## config.mk

```make
export PLATFORM = sky130hd
export DESIGN_NAME = ctr_gain_scheduler
export DESIGN_NICKNAME = d
export VERILOG_FILES = /design/src/rtl/ctr_gain_scheduler.sv
export SDC_FILE = /design/constraint.sdc
export NUM_CORES = 1
export LEC_CHECK = 0
export CAP_MARGIN = 20
export CORE_MARGIN = 5
export CORE_UTILIZATION = 50
export DETAILED_ROUTE_END_ITERATION = 8
export PLACE_DENSITY = 0.78
export SLEW_MARGIN = 20
export SYNTH_ARGS = -nofsm -noshare
export SYNTH_HDL_FRONTEND = slang
export SYNTH_SLANG_ARGS = --single-unit
```

## constraint.sdc

```tcl
create_clock -name i_clk -period 3.2 [get_ports i_clk]
set_input_delay 0.8 -clock i_clk [delete_from_list [all_inputs] [get_ports i_clk]]
set_output_delay 0.8 -clock i_clk [all_outputs]
set_load 0.05 [all_outputs]
```

## src/rtl/ctr_gain_scheduler.sv

```systemverilog
// ctr_gain_scheduler: button-driven gain control for a wave and a noise channel, with seven-segment readout
// Ports:
//   i_clk, i_rst_n (async active-low), i_en (global enable)
//   i_btn_mode / i_btn_dir / i_btn_adj : raw active-low buttons (toggle target, toggle direction, step gain)
//   o_gain_wave, o_gain_noise : signed saturating gains, NUM_GAIN_STEP+1 bits
//   o_sel_noise (0 wave, 1 noise), o_dir_down (0 +1, 1 -1)
//   o_hex_mode / o_hex_sign / o_hex_val : registered active-low segments {g,f,e,d,c,b,a}
// Build option: define CTR_GAIN_AUTO_REPEAT_EN to enable hold-to-repeat on the adjust button.
module ctr_gain_scheduler #(
  parameter int NUM_GAIN_STEP = 3,
  parameter int NUM_SEG       = 7,
  parameter int HOLD_CYC      = 25_000_000,
  parameter int RPT_CYC       = 5_000_000
) (
  input  logic                       i_clk,
  input  logic                       i_rst_n,
  input  logic                       i_en,
  input  logic                       i_btn_mode,
  input  logic                       i_btn_dir,
  input  logic                       i_btn_adj,
  output logic signed [NUM_GAIN_STEP:0] o_gain_wave,
  output logic signed [NUM_GAIN_STEP:0] o_gain_noise,
  output logic                       o_sel_noise,
  output logic                       o_dir_down,
  output logic [NUM_SEG-1:0]         o_hex_mode,
  output logic [NUM_SEG-1:0]         o_hex_sign,
  output logic [NUM_SEG-1:0]         o_hex_val
);
  localparam int GW = NUM_GAIN_STEP + 1;
  localparam logic signed [GW-1:0] ONE  = GW'(1);
  localparam logic signed [GW-1:0] MAXG = {1'b0, {NUM_GAIN_STEP{1'b1}}};
  localparam logic signed [GW-1:0] MING = {1'b1, {NUM_GAIN_STEP{1'b0}}};
  // bit 0 mode, bit 1 dir, bit 2 adj
  logic [2:0] s1, s2, s3, armed, prs_q;
  logic [1:0] vld;
  logic       step;
  logic signed [GW-1:0] tgt, nxt;
  logic [GW-1:0] mag;
  // Synchronizers reset to "released"; a button already held through reset would
  // look like a fresh 1->0 edge, so a button is only armed once it has been seen
  // released after the synchronizer has refilled with real samples.
  always_ff @(posedge i_clk or negedge i_rst_n) begin
    if (!i_rst_n) begin
      s1    <= '1;
      s2    <= '1;
      s3    <= '1;
      vld   <= '0;
      armed <= '0;
      prs_q <= '0;
    end else begin
      s1    <= {i_btn_adj, i_btn_dir, i_btn_mode};
      s2    <= s1;
      s3    <= s2;
      vld   <= {vld[0], 1'b1};
      armed <= armed | ({3{vld[1]}} & s2);
      prs_q <= {3{i_en}} & armed & s3 & ~s2;
    end
  end
`ifdef CTR_GAIN_AUTO_REPEAT_EN
  localparam int MAXC = (HOLD_CYC > RPT_CYC) ? HOLD_CYC : RPT_CYC;
  localparam int CW   = $clog2(MAXC) + 1;
  typedef enum logic [1:0] {IDLE, HOLD, REPEAT} state_t;
  state_t state, state_nx;
  logic [CW-1:0] cnt, cnt_nx, lim;
  logic held;
  assign held = ~s2[2];
  assign lim  = (state == HOLD) ? CW'(HOLD_CYC - 1) : CW'(RPT_CYC - 1);
  always_ff @(posedge i_clk or negedge i_rst_n) begin
    if (!i_rst_n) begin
      state <= IDLE;
      cnt   <= '0;
    end else begin
      state <= state_nx;
      cnt   <= cnt_nx;
    end
  end
  always_comb begin
    state_nx = state;
    cnt_nx   = cnt;
    step     = 1'b0;
    if (!i_en) begin
      state_nx = IDLE;
      cnt_nx   = '0;
    end else if (state == IDLE) begin
      if (prs_q[2]) begin
        step     = 1'b1;
        cnt_nx   = '0;
        state_nx = prs_q[0] ? IDLE : HOLD;
      end
    end else if (!held || prs_q[0]) begin
      state_nx = IDLE;
      cnt_nx   = '0;
    end else if (cnt == lim) begin
      step     = 1'b1;
      cnt_nx   = '0;
      state_nx = REPEAT;
    end else begin
      cnt_nx = cnt + 1'b1;
    end
  end
`else
  assign step = prs_q[2] & i_en;
`endif
  assign tgt = o_sel_noise ? o_gain_noise : o_gain_wave;
  assign nxt = o_dir_down ? ((tgt == MING) ? tgt : tgt - ONE)
                          : ((tgt == MAXG) ? tgt : tgt + ONE);
  // -MING wraps to the same bit pattern, which reads correctly as unsigned magnitude
  assign mag = tgt[GW-1] ? $unsigned(-tgt) : $unsigned(tgt);
  // Steps use the pre-toggle target and direction; toggles land on the same edge
  always_ff @(posedge i_clk or negedge i_rst_n) begin
    if (!i_rst_n) begin
      o_gain_wave  <= ONE;
      o_gain_noise <= '0;
      o_sel_noise  <= 1'b0;
      o_dir_down   <= 1'b0;
    end else if (i_en) begin
      if (step && !o_sel_noise) o_gain_wave <= nxt;
      if (step && o_sel_noise) o_gain_noise <= nxt;
      if (prs_q[0]) o_sel_noise <= ~o_sel_noise;
      if (prs_q[1]) o_dir_down <= ~o_dir_down;
    end
  end
  function automatic logic [6:0] hex_seg(input int v);
    case (v)
      0:       hex_seg = 7'h40;
      1:       hex_seg = 7'h79;
      2:       hex_seg = 7'h24;
      3:       hex_seg = 7'h30;
      4:       hex_seg = 7'h19;
      5:       hex_seg = 7'h12;
      6:       hex_seg = 7'h02;
      7:       hex_seg = 7'h78;
      8:       hex_seg = 7'h00;
      9:       hex_seg = 7'h10;
      10:      hex_seg = 7'h08;
      11:      hex_seg = 7'h03;
      12:      hex_seg = 7'h46;
      13:      hex_seg = 7'h21;
      14:      hex_seg = 7'h06;
      15:      hex_seg = 7'h0E;
      default: hex_seg = 7'h7F;
    endcase
  endfunction
  always_ff @(posedge i_clk or negedge i_rst_n) begin
    if (!i_rst_n) begin
      o_hex_mode <= '1;
      o_hex_sign <= '1;
      o_hex_val  <= '1;
    end else begin
      o_hex_mode <= NUM_SEG'(o_sel_noise ? 7'h2B : 7'h08);
      o_hex_sign <= NUM_SEG'(tgt[GW-1] ? 7'h3F : 7'h7F);
      o_hex_val  <= NUM_SEG'(hex_seg(int'(mag)));
    end
  end
endmodule

```

Word-level counts from Yosys, hierarchy flattened. Memory sizes are Yosys's and may differ from the RTL's. A register that Yosys moved wholly into a read port is not among the register bits. Cells that the tools add are included.

Reductions and logical operators: 8. Mux-type cells: 7. Bitwise operators: 9. $add $sub $neg: 3. Equality and inequality tests: 2.

Operators by type and width (count): $mux W4 (5); $and A3 B3 Y3 (4); $eq A4 B4 Y1 const B (2); $reduce_and A2 Y1 (4); $mux W7 (1); $mux W6 (1); $add A4 B2 Y4 const B (1); $neg A4 Y4 (1); $sub A4 B2 Y4 const B (1); $not A3 Y3 (1); $or A3 B3 Y3 (1); $logic_and A1 B1 Y1 (2); $logic_not A1 Y1 (2); $not A1 Y1 (2); $and A1 B1 Y1 (1).

Memories: 1. Bits in registers: 41. Memory bits (read-only): 112. Word-level logic and storage cells: 42.

Memory list: (no name shown) (depth 16, bits a word 7, read ports 1, clocked after memory_dff 1, write ports 0, RTL line 124) `case (v)`.

Depth between registers and ports, before layout.
Word-level depth: 4. Depth in mapped cells: 9. Depth with buffers taken out: 8.

Worst setup path before layout. No wires, ideal clock.

Path kind: register to register. From: register o_sel_noise. To: register o_hex_val[6]. Cell stages (with the launch flop): 9. Path slack: 0.414 ns. Path buffers: 1. Data arrival time: 2.713 ns. Cells stage by stage: dfrtp_1 > buf_6 > mux2i_1 > ha_1 > and3b_1 > o32ai_4 > nand2_4 > or3_1 > a21oi_1.

Word-level cells in the longest chain between the ends: 3.

RTL lines: start: declaration (RTL line 23) `output logic o_sel_noise,`; start signal: assignment (RTL line 119) `if (prs_q[0]) o_sel_noise <= ~o_sel_noise;`; $mux W4 * (RTL line 104) `assign tgt = o_sel_noise ? o_gain_noise : o_gain_wave;`; $neg A4 Y4 (RTL line 108) `assign mag = tgt[GW-1] ? $unsigned(-tgt) : $unsigned(tgt);`; $mux W4 * (RTL line 108); end: declaration (RTL line 27) `output logic [NUM_SEG-1:0] o_hex_val`.

Mark *: on every way between the ends. The rest lies on a longest branch, timed or not. A chain may end at the register's enable or synchronous reset.

Worst setup path in the final report.
From: register o_dir_down. To: output port o_dir_down.

RTL lines: start: declaration (RTL line 24) `output logic o_dir_down,`; start signal: assignment (RTL line 120) `if (prs_q[1]) o_dir_down <= ~o_dir_down;`.

No word-level cell between the ends.

==> results_dict.tcl <==
set metrics [dict create \
    cp_data_required_time_ns 2.40 \
    clk_latency_ns 0.34 \
    min_path_cells 0 \
    dieArea_um2 4843 \
    min_period_ns 2.644 \
    firstDrtPassIters 4 \
    path_delay_family "buffers and inverters" \
    routedWlPerCell_um 14.25 \
    cts_max_level 2 \
    synth_seq_area_share_pct 53.56 \
    start_kind "flop" \
    avgSynthCellArea_um2 11.84 \
    worstRegToRegCells 7 \
    port_buffers 29 \
    setup_viol_count_final 0 \
    cap_violations 0 \
    period_share_pct 82.63 \
    wl_mm 3.250 \
    die_w_um 69.59 \
    critPathMaxStageDelay_ns 0.89 \
    overflow 0 \
    dpl.hpwl_mm 2.436 \
    initial_core_util_pct 52.38 \
    nNetsFinal 192 \
    hold_viol 0 \
    cp_cell_sequence "clkdlybuf4s50_1" \
    clock_sinks 37 \
    cts-hold-fix-buffers 0 \
    slew_viol_final 0 \
    die_y_um 69.59 \
    syn_inst 150 \
    cts_tree "built" \
    crit_buf_inv 1 \
    worstSetupPathType "reg2out" \
    ys_types 40 \
    rr_endpoint "o_hex_val[6]$_DFF_PN1_" \
    worstPathMaxFanout 10 \
    slew_headroom_pct 62.24 \
    critPathCaptureType "primary output" \
    hold_start "s1[2]$_DFF_PN1_" \
    max_slew.worst_pin.slew_ns 0.5605 \
    antennaDiodeCount 0 \
    regArea_um2 950.9 \
    syn_to_final_growth_pct 19.24 \
    setup_tns_ns 0 \
    fmax_mhz 378.2 \
    clk_pin_slew_ns 0.12 \
    synthesis.area_um2 1775 \
    first_global_vias 1233 \
    post_cts_buffers 0 \
    std_cell_rows 21 \
    critPathSlowestCell "clkdlybuf4s50_1" \
    rsz0062_at_grt "no" \
    cts_max_path_buffers 2 \
    antenna_found_initial 0 \
    rrSetupSlack_ns 0.69 \
    cts_resized 0 \
    place.gp.congestion 0.8819 \
    fin_skew_ns 0.009985 \
    yosys_warnings 0 \
    status "finished clean" \
    hold_class "reg2reg" \
    drt_iter0_markers 53 \
    multiInputGateArea_um2 718.2 \
    r2r-start "o_sel_noise$_DFFE_PN0P_" \
    grt_pass1_wl_mm 5.692 \
    cts-root-buf "clkbuf_4" \
    synth-seq-cells 37 \
    num_io_pins 37 \
    worst_ep_arrival_time_ns 1.84 \
    cts_buffers 5 \
    drc 0 \
    dr_total_vias 1153 \
    ant_nets 0 \
    num-fill-cells 266 \
    grt_max_degree 38 \
    hold_end "s2[2]$_DFF_PN1_" \
    placed_area_um2 2058 \
    coreArea_um2 3390 \
    grtUsageTotal_pct 14.93 \
    design_area_um2 2117 \
    layout-drive-gt1-share_pct 23.08 \
    vias_per_cell 5.057 \
]
## Yosys cell counts, drive strengths merged
library cell,instances,area [um2]
clkbuf,2,8.750
nor3b,2,15.01
nand3,3,15.01
or4b,1,10.01
nand4,1,6.260
o211ai,1,7.510
dfrtp,17,425.4
o21ai,12,60.05
conb,2,7.510
dfstp,20,525.5
mux2i,7,73.82
a21oi,6,30.03
or2b,2,15.01
o32ai,1,27.53
ha,5,62.56
inv,5,18.77
buf,13,105.1
nor2,3,11.26
mux2,5,60.05
nand3b,1,7.510
xor2,1,8.760
nand2b,1,6.260
and2,1,6.260
nand2,15,63.81
and3b,4,36.29
o41ai,1,16.27
nor3,3,15.01
or3,1,6.260
xnor2,5,43.79
and4b,3,30.03
a211oi,3,27.52
a21o,3,22.52
## cell usage in the layout (no fill, tap or decap), drive strengths merged, types with 2 or more instances in the layout
cell type | synthesis | layout
buf | 13 | 3
and3b | 4 | 4
clkbuf | 2 | 5
nand2 | 15 | 15
a21oi | 6 | 6
a211oi | 3 | 3
o21ai | 12 | 12
xnor2 | 5 | 5
nor3 | 3 | 3
inv | 5 | 6
or2b | 2 | 2
dfstp | 20 | 20
mux2 | 5 | 5
a21o | 3 | 3
dfrtp | 17 | 17
conb | 2 | 9
nor2 | 3 | 3
nand3 | 3 | 3
clkdlybuf4s50 | 0 | 29
nor3b | 2 | 2
mux2i | 7 | 7
and4b | 3 | 3
ha | 5 | 5
## flip-flops by register name, indices dropped and copies added, names as in the netlist, 3 cells and up
| signal | cells |
|---|---|
| o_hex_val | 7 |
| o_gain_noise | 4 |
| armed | 3 |
| s3 | 3 |
| s2 | 3 |
| o_gain_wave | 4 |
| s1 | 3 |
| prs_q | 3 |
## worst max path at each step
stage                                  startpoint                      to  slack (ns)  cells past startpoint
after floorplan           o_sel_noise$_DFFE_PN0P_  o_hex_val[6]$_DFF_PN1_        0.41                      8
after global placement    o_sel_noise$_DFFE_PN0P_  o_hex_val[5]$_DFF_PN1_        0.83                      7
after detailed placement  o_sel_noise$_DFFE_PN0P_  o_hex_val[6]$_DFF_PN1_        0.72                      7
after CTS                  o_dir_down$_DFFE_PN0P_              o_dir_down        0.54                      1
after global routing      o_sel_noise$_DFFE_PN0P_  o_hex_val[6]$_DFF_PN1_        0.46                      7
final                      o_dir_down$_DFFE_PN0P_              o_dir_down        0.56                      1
## area by class of cell
type	instances	share of cell area, %
clock buffers	5	1.773
clock inverters	3	1.005
inverters	5	0.8865
multi-input cells	100	33.92
flip-flops and latches	37	44.92
well taps	46	2.719
repair buffers	32	14.78
## through the flow
step | utilization (%) | instances | worst slack (ns) | hold WS, ns
5_1_grt | 62.46 | 228 | 0.4639 | 0.3630
2_1_floorplan | - | 157 | 0.4141 | 0.3312
4_1_cts | 62.46 | 228 | 0.5441 | 0.3576
6_report | 62.46 | 228 | 0.5559 | 0.3597
3_5_place_dp | 60.72 | 220 | 0.7193 | 0.3481
3_3_place_gp | 60.72 | 220 | 0.8254 | 0.3355
## kinds of logic (layout without fill, tap and decap cells)
kind of cell | after synthesis | in the layout | synth area share (%)
and+or+nand+nor | 41 | 41 | 13.74
DFF | 37 | 37 | 53.56
AOI/OAI and AO/OA | 27 | 27 | 10.78
buffers and inverters | 20 | 45 | 7.470
muxes | 12 | 12 | 7.540
xor gates and xnor gates | 6 | 6 | 2.960
adders and majority gates | 5 | 5 | 3.524
other | 2 | 9 | 0.4230
## metal layers
metal  part of all wire (%)  vias to the layer above  track usage (%)  wire length [um]
li1                       -                      556                -                 -
met1                     43                      554            16.90              1392
met2                     48                       34            25.21              1564
met3                    6.2                        9            3.913               202
met4                    2.8                        0            8.677                90
met5                      0                        -                0                 0
Power is left out: the tool's default activity adds up to more than one toggle a clock period on the data nets, which glitch-free logic cannot reach.
